### src/rtl/red_pitaya_asg_seq_sched_pkg.sv
// red_pitaya_asg_seq_sched_pkg: FSM states, descriptor field widths and packed-bus helpers
// shared by the ASG segment scheduler and its descriptor FIFO.
package red_pitaya_asg_seq_sched_pkg;

   typedef enum logic [1:0] {S_IDLE, S_PRELOAD, S_RUN, S_STOP} state_t;

   localparam int AMP_W  = 14;
   localparam int NCYC_W = 16;

   // Packed descriptor: {amp, dc, start, end, step, ncyc, last}
   function automatic int desc_w(input int rsz);
      return 2 * AMP_W + 3 * (rsz + 16) + NCYC_W + 1;
   endfunction

   // Bit offset of slot k inside a packed set_*_all bus whose fields are w bits wide
   function automatic int slot_off(input logic [1:0] k, input int w);
      return int'(k) * w;
   endfunction

endpackage

### src/rtl/red_pitaya_asg_seq_sched_fifo.sv
// asg_desc_fifo: synchronous show-ahead descriptor FIFO with occupancy count.
// Ports: clk_i/rstn_i clock and async active-low reset; flush_i empties the FIFO;
// push_i/din_i write (ignored while ready_o is low); pop_i/dout_o read the head;
// cnt_o occupancy; ready_o registered not-full.
module asg_desc_fifo
   import red_pitaya_asg_seq_sched_pkg::*;
#(
   parameter int W     = 8,
   parameter int DEPTH = 8
) (
   input  logic                     clk_i,
   input  logic                     rstn_i,
   input  logic                     flush_i,
   input  logic                     push_i,
   input  logic [W-1:0]             din_i,
   input  logic                     pop_i,
   output logic [W-1:0]             dout_o,
   output logic [$clog2(DEPTH):0]   cnt_o,
   output logic                     ready_o
);

   localparam int AW = $clog2(DEPTH);

   logic [W-1:0]  mem_q [DEPTH];
   logic [AW-1:0] wr_q, rd_q;
   logic [AW:0]   cnt_q, cnt_d;
   logic          ready_q, push_ok, pop_ok;

   always_comb begin
      push_ok = push_i && ready_q;
      pop_ok  = pop_i && cnt_q != '0;
      cnt_d   = flush_i ? '0 : cnt_q + (AW+1)'(push_ok) - (AW+1)'(pop_ok);
   end

   always_ff @(posedge clk_i or negedge rstn_i) begin
      if (!rstn_i) begin
         wr_q    <= '0;
         rd_q    <= '0;
         cnt_q   <= '0;
         ready_q <= 1'b1;
      end else begin
         cnt_q   <= cnt_d;
         ready_q <= cnt_d != (AW+1)'(DEPTH);
         wr_q    <= flush_i ? '0 : wr_q + AW'(push_ok);
         rd_q    <= flush_i ? '0 : rd_q + AW'(pop_ok);
      end
   end

   always_ff @(posedge clk_i) begin
      if (push_ok) mem_q[wr_q] <= din_i;
   end

   assign dout_o  = mem_q[rd_q];
   assign cnt_o   = cnt_q;
   assign ready_o = ready_q;

endmodule

### src/rtl/red_pitaya_asg_seq_sched.sv
// red_pitaya_asg_seq_sched: segment scheduler feeding a ring of N_BUF parameter slots of
// one multi-buffer ASG channel from a descriptor FIFO, refilling each slot once retired.
// Ports: dac_clk_i/dac_rstn_i clock and async active-low reset; desc_* descriptor push;
// arm_i/abort_i software commands; buf_done_i channel slot-finished pulse;
// set_*_all_o packed slot parameters, set_rst_o/trig_sw_o channel control;
// busy_o/seq_done_o/underrun_o status; active_slot_o playing slot; fifo_cnt_o occupancy.
module red_pitaya_asg_seq_sched
   import red_pitaya_asg_seq_sched_pkg::*;
#(
   parameter int RSZ        = 14,
   parameter int N_BUF      = 4,
   parameter int FIFO_DEPTH = 8
) (
   input  logic                          dac_clk_i,
   input  logic                          dac_rstn_i,
   input  logic                          desc_valid_i,
   output logic                          desc_ready_o,
   input  logic [AMP_W-1:0]              desc_amp_i,
   input  logic [AMP_W-1:0]              desc_dc_i,
   input  logic [RSZ+15:0]               desc_start_i,
   input  logic [RSZ+15:0]               desc_end_i,
   input  logic [RSZ+15:0]               desc_step_i,
   input  logic [NCYC_W-1:0]             desc_ncyc_i,
   input  logic                          desc_last_i,
   input  logic                          arm_i,
   input  logic                          abort_i,
   input  logic                          buf_done_i,
   output logic [AMP_W*N_BUF-1:0]        set_amp_all_o,
   output logic [AMP_W*N_BUF-1:0]        set_dc_all_o,
   output logic [(RSZ+16)*N_BUF-1:0]     set_start_all_o,
   output logic [(RSZ+16)*N_BUF-1:0]     set_end_all_o,
   output logic [(RSZ+16)*N_BUF-1:0]     set_step_all_o,
   output logic [NCYC_W*N_BUF-1:0]       set_ncyc_all_o,
   output logic                          set_rst_o,
   output logic                          trig_sw_o,
   output logic                          busy_o,
   output logic                          seq_done_o,
   output logic                          underrun_o,
   output logic [1:0]                    active_slot_o,
   output logic [$clog2(FIFO_DEPTH):0]   fifo_cnt_o
);

   localparam int PW = RSZ + 16;
   localparam int DW = desc_w(RSZ);

   state_t                  state_q, state_d;
   logic [AMP_W*N_BUF-1:0]  amp_q, dc_q;
   logic [PW*N_BUF-1:0]     start_q, end_q, step_q;
   logic [NCYC_W*N_BUF-1:0] ncyc_q;
   logic [N_BUF-1:0]        valid_q, last_q;
   logic [1:0]              load_ptr_q, active_q, nxt_slot;
   logic                    last_loaded_q, set_rst_q, trig_q, busy_q, seq_done_q, underrun_q;
   logic                    empty, pop;
   logic [DW-1:0]           fifo_din, fifo_dout;
   logic [AMP_W-1:0]        f_amp, f_dc;
   logic [PW-1:0]           f_start, f_end, f_step;
   logic [NCYC_W-1:0]       f_ncyc;
   logic                    f_last;

   assign fifo_din = {desc_amp_i, desc_dc_i, desc_start_i, desc_end_i, desc_step_i, desc_ncyc_i, desc_last_i};
   assign {f_amp, f_dc, f_start, f_end, f_step, f_ncyc, f_last} = fifo_dout;

   asg_desc_fifo #(.W(DW), .DEPTH(FIFO_DEPTH)) u_fifo (
      .clk_i   (dac_clk_i),
      .rstn_i  (dac_rstn_i),
      .flush_i (abort_i),
      .push_i  (desc_valid_i),
      .din_i   (fifo_din),
      .pop_i   (pop),
      .dout_o  (fifo_dout),
      .cnt_o   (fifo_cnt_o),
      .ready_o (desc_ready_o)
   );

   // While running, the playing slot and the one the channel switches to next are never
   // overwritten, so the channel always reads a stable slot right after buf_done.
   always_comb begin
      empty    = fifo_cnt_o == '0;
      nxt_slot = active_q + 2'd1;
      pop      = !abort_i && !empty && !last_loaded_q && !valid_q[load_ptr_q] &&
                 (state_q == S_PRELOAD ||
                  (state_q == S_RUN && load_ptr_q != active_q && load_ptr_q != nxt_slot));
      state_d  = abort_i ? S_IDLE :
                 state_q == S_IDLE    ? (arm_i ? S_PRELOAD : S_IDLE) :
                 state_q == S_PRELOAD ? ((valid_q[0] && (&valid_q || last_loaded_q || empty)) ? S_RUN : S_PRELOAD) :
                 state_q == S_RUN     ? ((buf_done_i && (last_q[active_q] || !valid_q[nxt_slot])) ? S_STOP : S_RUN) :
                 S_IDLE;
   end

   // set_rst_o is released on entry to RUN and held low through STOP, so a terminal
   // buf_done raises it two cycles later; abort raises it on the next cycle.
   always_ff @(posedge dac_clk_i or negedge dac_rstn_i) begin
      if (!dac_rstn_i) begin
         state_q       <= S_IDLE;
         amp_q         <= '0;
         dc_q          <= '0;
         start_q       <= '0;
         end_q         <= '0;
         step_q        <= '0;
         ncyc_q        <= '0;
         valid_q       <= '0;
         last_q        <= '0;
         load_ptr_q    <= '0;
         active_q      <= '0;
         last_loaded_q <= 1'b0;
         set_rst_q     <= 1'b1;
         trig_q        <= 1'b0;
         busy_q        <= 1'b0;
         seq_done_q    <= 1'b0;
         underrun_q    <= 1'b0;
      end else begin
         state_q   <= state_d;
         busy_q    <= state_d != S_IDLE;
         set_rst_q <= abort_i || !(state_q == S_RUN || state_d == S_RUN);
         trig_q    <= state_q == S_PRELOAD && state_d == S_RUN;
         if (pop) begin
            amp_q[slot_off(load_ptr_q, AMP_W) +: AMP_W]    <= f_amp;
            dc_q[slot_off(load_ptr_q, AMP_W) +: AMP_W]     <= f_dc;
            start_q[slot_off(load_ptr_q, PW) +: PW]        <= f_start;
            end_q[slot_off(load_ptr_q, PW) +: PW]          <= f_end;
            step_q[slot_off(load_ptr_q, PW) +: PW]         <= f_step;
            ncyc_q[slot_off(load_ptr_q, NCYC_W) +: NCYC_W] <= f_ncyc;
            valid_q[load_ptr_q] <= 1'b1;
            last_q[load_ptr_q]  <= f_last;
            if (f_last) last_loaded_q <= 1'b1;
            load_ptr_q <= load_ptr_q + 2'd1;
         end
         if (state_q == S_RUN && buf_done_i && !abort_i) begin
            valid_q[active_q] <= 1'b0;
            active_q          <= nxt_slot;
            if (last_q[active_q]) seq_done_q <= 1'b1;
            else if (!valid_q[nxt_slot]) underrun_q <= 1'b1;
         end
         if (state_q == S_IDLE && arm_i && !abort_i) begin
            load_ptr_q    <= '0;
            active_q      <= '0;
            last_loaded_q <= 1'b0;
            seq_done_q    <= 1'b0;
            underrun_q    <= 1'b0;
         end
         if (abort_i || state_q == S_STOP) begin
            valid_q       <= '0;
            last_q        <= '0;
            last_loaded_q <= 1'b0;
         end
      end
   end

   assign set_amp_all_o   = amp_q;
   assign set_dc_all_o    = dc_q;
   assign set_start_all_o = start_q;
   assign set_end_all_o   = end_q;
   assign set_step_all_o  = step_q;
   assign set_ncyc_all_o  = ncyc_q;
   assign set_rst_o       = set_rst_q;
   assign trig_sw_o       = trig_q;
   assign busy_o          = busy_q;
   assign seq_done_o      = seq_done_q;
   assign underrun_o      = underrun_q;
   assign active_slot_o   = active_q;

endmodule

### config.mk
export PLATFORM = sky130hd
export DESIGN_NAME = red_pitaya_asg_seq_sched
export DESIGN_NICKNAME = d
export VERILOG_FILES = /design/src/rtl/red_pitaya_asg_seq_sched_pkg.sv /design/src/rtl/red_pitaya_asg_seq_sched_fifo.sv /design/src/rtl/red_pitaya_asg_seq_sched.sv
export SDC_FILE = /design/constraint.sdc
export NUM_CORES = 2
export LEC_CHECK = 0
export BUFFER_PORTS_ARGS = -buffer_cell sky130_fd_sc_hd__buf_2
export CAP_MARGIN = 0
export CELL_PAD_IN_SITES_DETAIL_PLACEMENT = 1
export CELL_PAD_IN_SITES_GLOBAL_PLACEMENT = 2
export CORE_ASPECT_RATIO = 1.2
export CORE_MARGIN = 2
export CORE_UTILIZATION = 40
export CTS_BUF_LIST = sky130_fd_sc_hd__clkbuf_16
export DETAILED_ROUTE_END_ITERATION = 10
export PLACE_DENSITY_LB_ADDON = 0.1
export SYNTH_ARGS = -nofsm -noshare
export SYNTH_HDL_FRONTEND = slang
export SYNTH_HIERARCHICAL = 1
export SYNTH_SLANG_ARGS = --single-unit
### constraint.sdc
create_clock -name dac_clk_i -period 15.13 [get_ports dac_clk_i]
set_input_delay 3.026 -clock dac_clk_i [delete_from_list [all_inputs] [get_ports dac_clk_i]]
set_output_delay 3.026 -clock dac_clk_i [all_outputs]
set_load 0.01 [all_outputs]
==> impl_metrics.ini <==
[outcome]
status = completed

[timing]
setup_ws_ns = 9.28
tightest_slew_ns = 1.28
min_period_ns = 5.85
fin_skew_ns = 0.0433
slew_headroom = 0.141
finalSetupTns_ns = 0
hold-worst-slack_ns = 0.467
final_max_slew_viol_count = 0
rsz0062_at_grt = no
hold_viol_final = 0
fin_crit_sh = 0.387
max_freq_mhz = 171
finalSetupViolCount = 0

[synth]
yosysWarnings = 6
synthesis.area_um2 = 69900
ys_ff_latch = 1647
synthFlopType = edfxtp_1
ys_types = 64
netlist_top_cells_count = edfxtp_1, nand2_1, dfrtp_1
synthTopCellsByArea = edfxtp_1, dfrtp_1, mux4_2, o31ai_1, nand2_1
synth_top_area_frac = 0.464
yosysSeqAreaShare = 0.667
yosys.area.top_type = edfxtp_1
avgSynthCellArea_um2 = 15.5
syn_nets = 4680
synth_most_common_cell = edfxtp_1
synth_edf_count = 1080
ys_async_sr_fraction = 0.344
syn_inst = 4517

[floorplan]
num_rows = 168
die_y_um = 462
die_x_um = 386
ios = 689
die-area_um2 = 178000
coreArea_um2 = 174000
initial_utilization = 0.401

[setup_path]
start_kind = primary input
cp.depth = 7
path_max_fanout = 92
cp_top_family = buffers and inverters
critPathArrivalTime_ns = 6.50
path_cells = buf_2, nor4_4, o311ai_4, buf_4, buf_4, buf_4, o21ai_0
cp_data_required_time_ns = 15.78
critPathSlowestCell = buf_4
cpPeakStageDelay_ns = 0.87
critical_path.most_common_cell = buf_4
path_class = in -> reg
end_kind = register
crit_buf_inv = 4
r2r_cells = 9

[cts]
numCtsBuffers = 169
cts.path.max_buffers = 3
cts.sinks = 1647
cts_hold_buf = 0
post_cts_resized = 0
htreeDepth = 4
postCtsSetupRepairBufs = 0
cts_tree = done
cts-root-buf = clkbuf_16
clock_latency_ns = 0.84
clkTransAtPathRegs_ns = 0.06

[placement]
dp_hpwl_um = 174000
io_buffers = 688
post-place-ws_ns = 8.45
gp_congestion = 0.891

[job]
drv_cap = 0

[global_routing]
first_global_vias = 44959
grt_max_degree = 195
gr-total-overflow = 0
grt_usage = 0.287
grtUsageMet2 = 0.433
grtUsageMet3 = 0.0808
grt_busiest_layer = met2
antenna_found_initial = 71
grt_pass1_wl_um = 360000
met1_usage = 0.409

[power_and_ir_drop]
leakage_nw = 30.4
ir_drop_mv = 0.128
power_density_nw_per_um2 = 188

[drt]
wire_per_inst_um = 34.3
wl_um = 259000
vias = 44994
detail-route-antenna-nets = 0
route.detailed.drc = 0
detail_route.first_pass.iterations = 5
drt-initial-drc-count = 4286
vias_per_cell = 5.97

[min_path]
holdPathStages = 2
holdCritPathClass = reg -> reg

[cells_and_area]
fin_nets = 5265
drive_above_1_share = 0.306
syn_to_final_growth_pct = 16.0
[per-stage QoR]
stage          total power [mW]  cells   util  instance area, um^2
2_1_floorplan              8.58   4517      -                69900
3_3_place_gp               11.2   7226  0.435                75800
3_5_place_dp               11.2   7226  0.435                75800
4_1_cts                    15.3   7537  0.465                81100
5_1_grt                    15.8   7539  0.465                81100
6_report                   15.3   7543  0.465                81100
[sequential cells by signal, summed over array words and instances, names as in the netlist, 4 cells and up]
register         count
set_dc_all_o        56
u_fifo/cnt_o         4
last_q               4
set_end_all_o      120
set_ncyc_all_o      64
u_fifo/mem_q      1080
set_start_all_o    120
valid_q              4
set_step_all_o     120
set_amp_all_o       56
[path summary, 6_finish.rpt]
| check | slack, ns | endpoint | startpoint |
|---|---|---|---|
| max in group asynchronous | 9.76 | set_ncyc_all_o[52]$_DFFE_PN0P_ | dac_rstn_i |
| worst min-delay path | 0.47 | set_step_all_o[57]$_DFFE_PN0P_ | set_step_all_o[57]$_DFFE_PN0P_ |
| worst max register to register | 9.32 | set_start_all_o[70]$_DFFE_PN0P_ | u_fifo/rd_q[0]$_DFF_PN0_ |
| worst max-delay path | 9.28 | set_amp_all_o[36]$_DFFE_PN0P_ | abort_i |
| min in group asynchronous | 2.24 | set_start_all_o[68]$_DFFE_PN0P_ | dac_rstn_i |
| worst min register to register | 0.47 | set_step_all_o[57]$_DFFE_PN0P_ | set_step_all_o[57]$_DFFE_PN0P_ |
[power by group]
part,leakage [nW],switching (mW),internal [mW]
combinational,10.1,3.83,1.63
clock,2.77,1.82,2.23
sequential,17.5,0.345,5.39
total,30.4,6.00,9.25
[cell type report]
class,instances,area [um^2]
timing repair buffer,782,4310
fill,17139,93100
inverter,20,76.3
sequential,1647,46600
clock inverter,139,1040
tap,2295,2870
antenna,6,15.0
multi-input combinational,2482,21900
clock buffer,172,4300
[kinds of logic after synthesis]
kind of cell | after synthesis | synth area share
adders and majority gates | 22 | 0.00404
and+or+nand+nor | 894 | 0.0525
muxes | 653 | 0.163
buffers and inverters | 388 | 0.0240
xor gates and xnor gates | 9 | 0.00113
AOI/OAI and AO/OA | 904 | 0.0888
DFF | 1647 | 0.667
[cells in the final DEF, fill, tap and decap left out, types with 17 or more instances in the layout]
cell       netlist  final
mux2_2         166    166
edfxtp_1      1080   1080
mux2i_1        114    114
ha_1            21     18
dfrtp_1        565    561
o31ai_1        380    380
buf_2           43    687
inv_1           18     61
a22oi_1         77     77
nand2_1        680    679
a21oi_1         99     99
o21ai_0        176    175
clkinv_1         2     39
nor2b_1         23     22
buf_4            0     82
nand2b_1        21     20
nor3_1          22     17
clkbuf_16        0    172
mux4_2         370    370
a31oi_1         30     30
a21o_1          18     18
nor2_1          86     74
clkinv_2         0     29
a211oi_1        17     17
[worst register-to-register path: cells and delay by family, from the launching register on]
kind | cells | cell delay (ns)
DFF | 1 | 0.81
muxes | 3 | 1.60
AOI/OAI and AO/OA | 2 | 0.80
buffers and inverters | 3 | 2.26
and+or+nand+nor | 1 | 0.19
[layer usage]
layer	share of wire	routed length, um
met3	0.087	22400
met4	0.026	6640
met1	0.44	113000
met5	0.0018	467
met2	0.45	116000
Power figures use the tool's default switching activity.
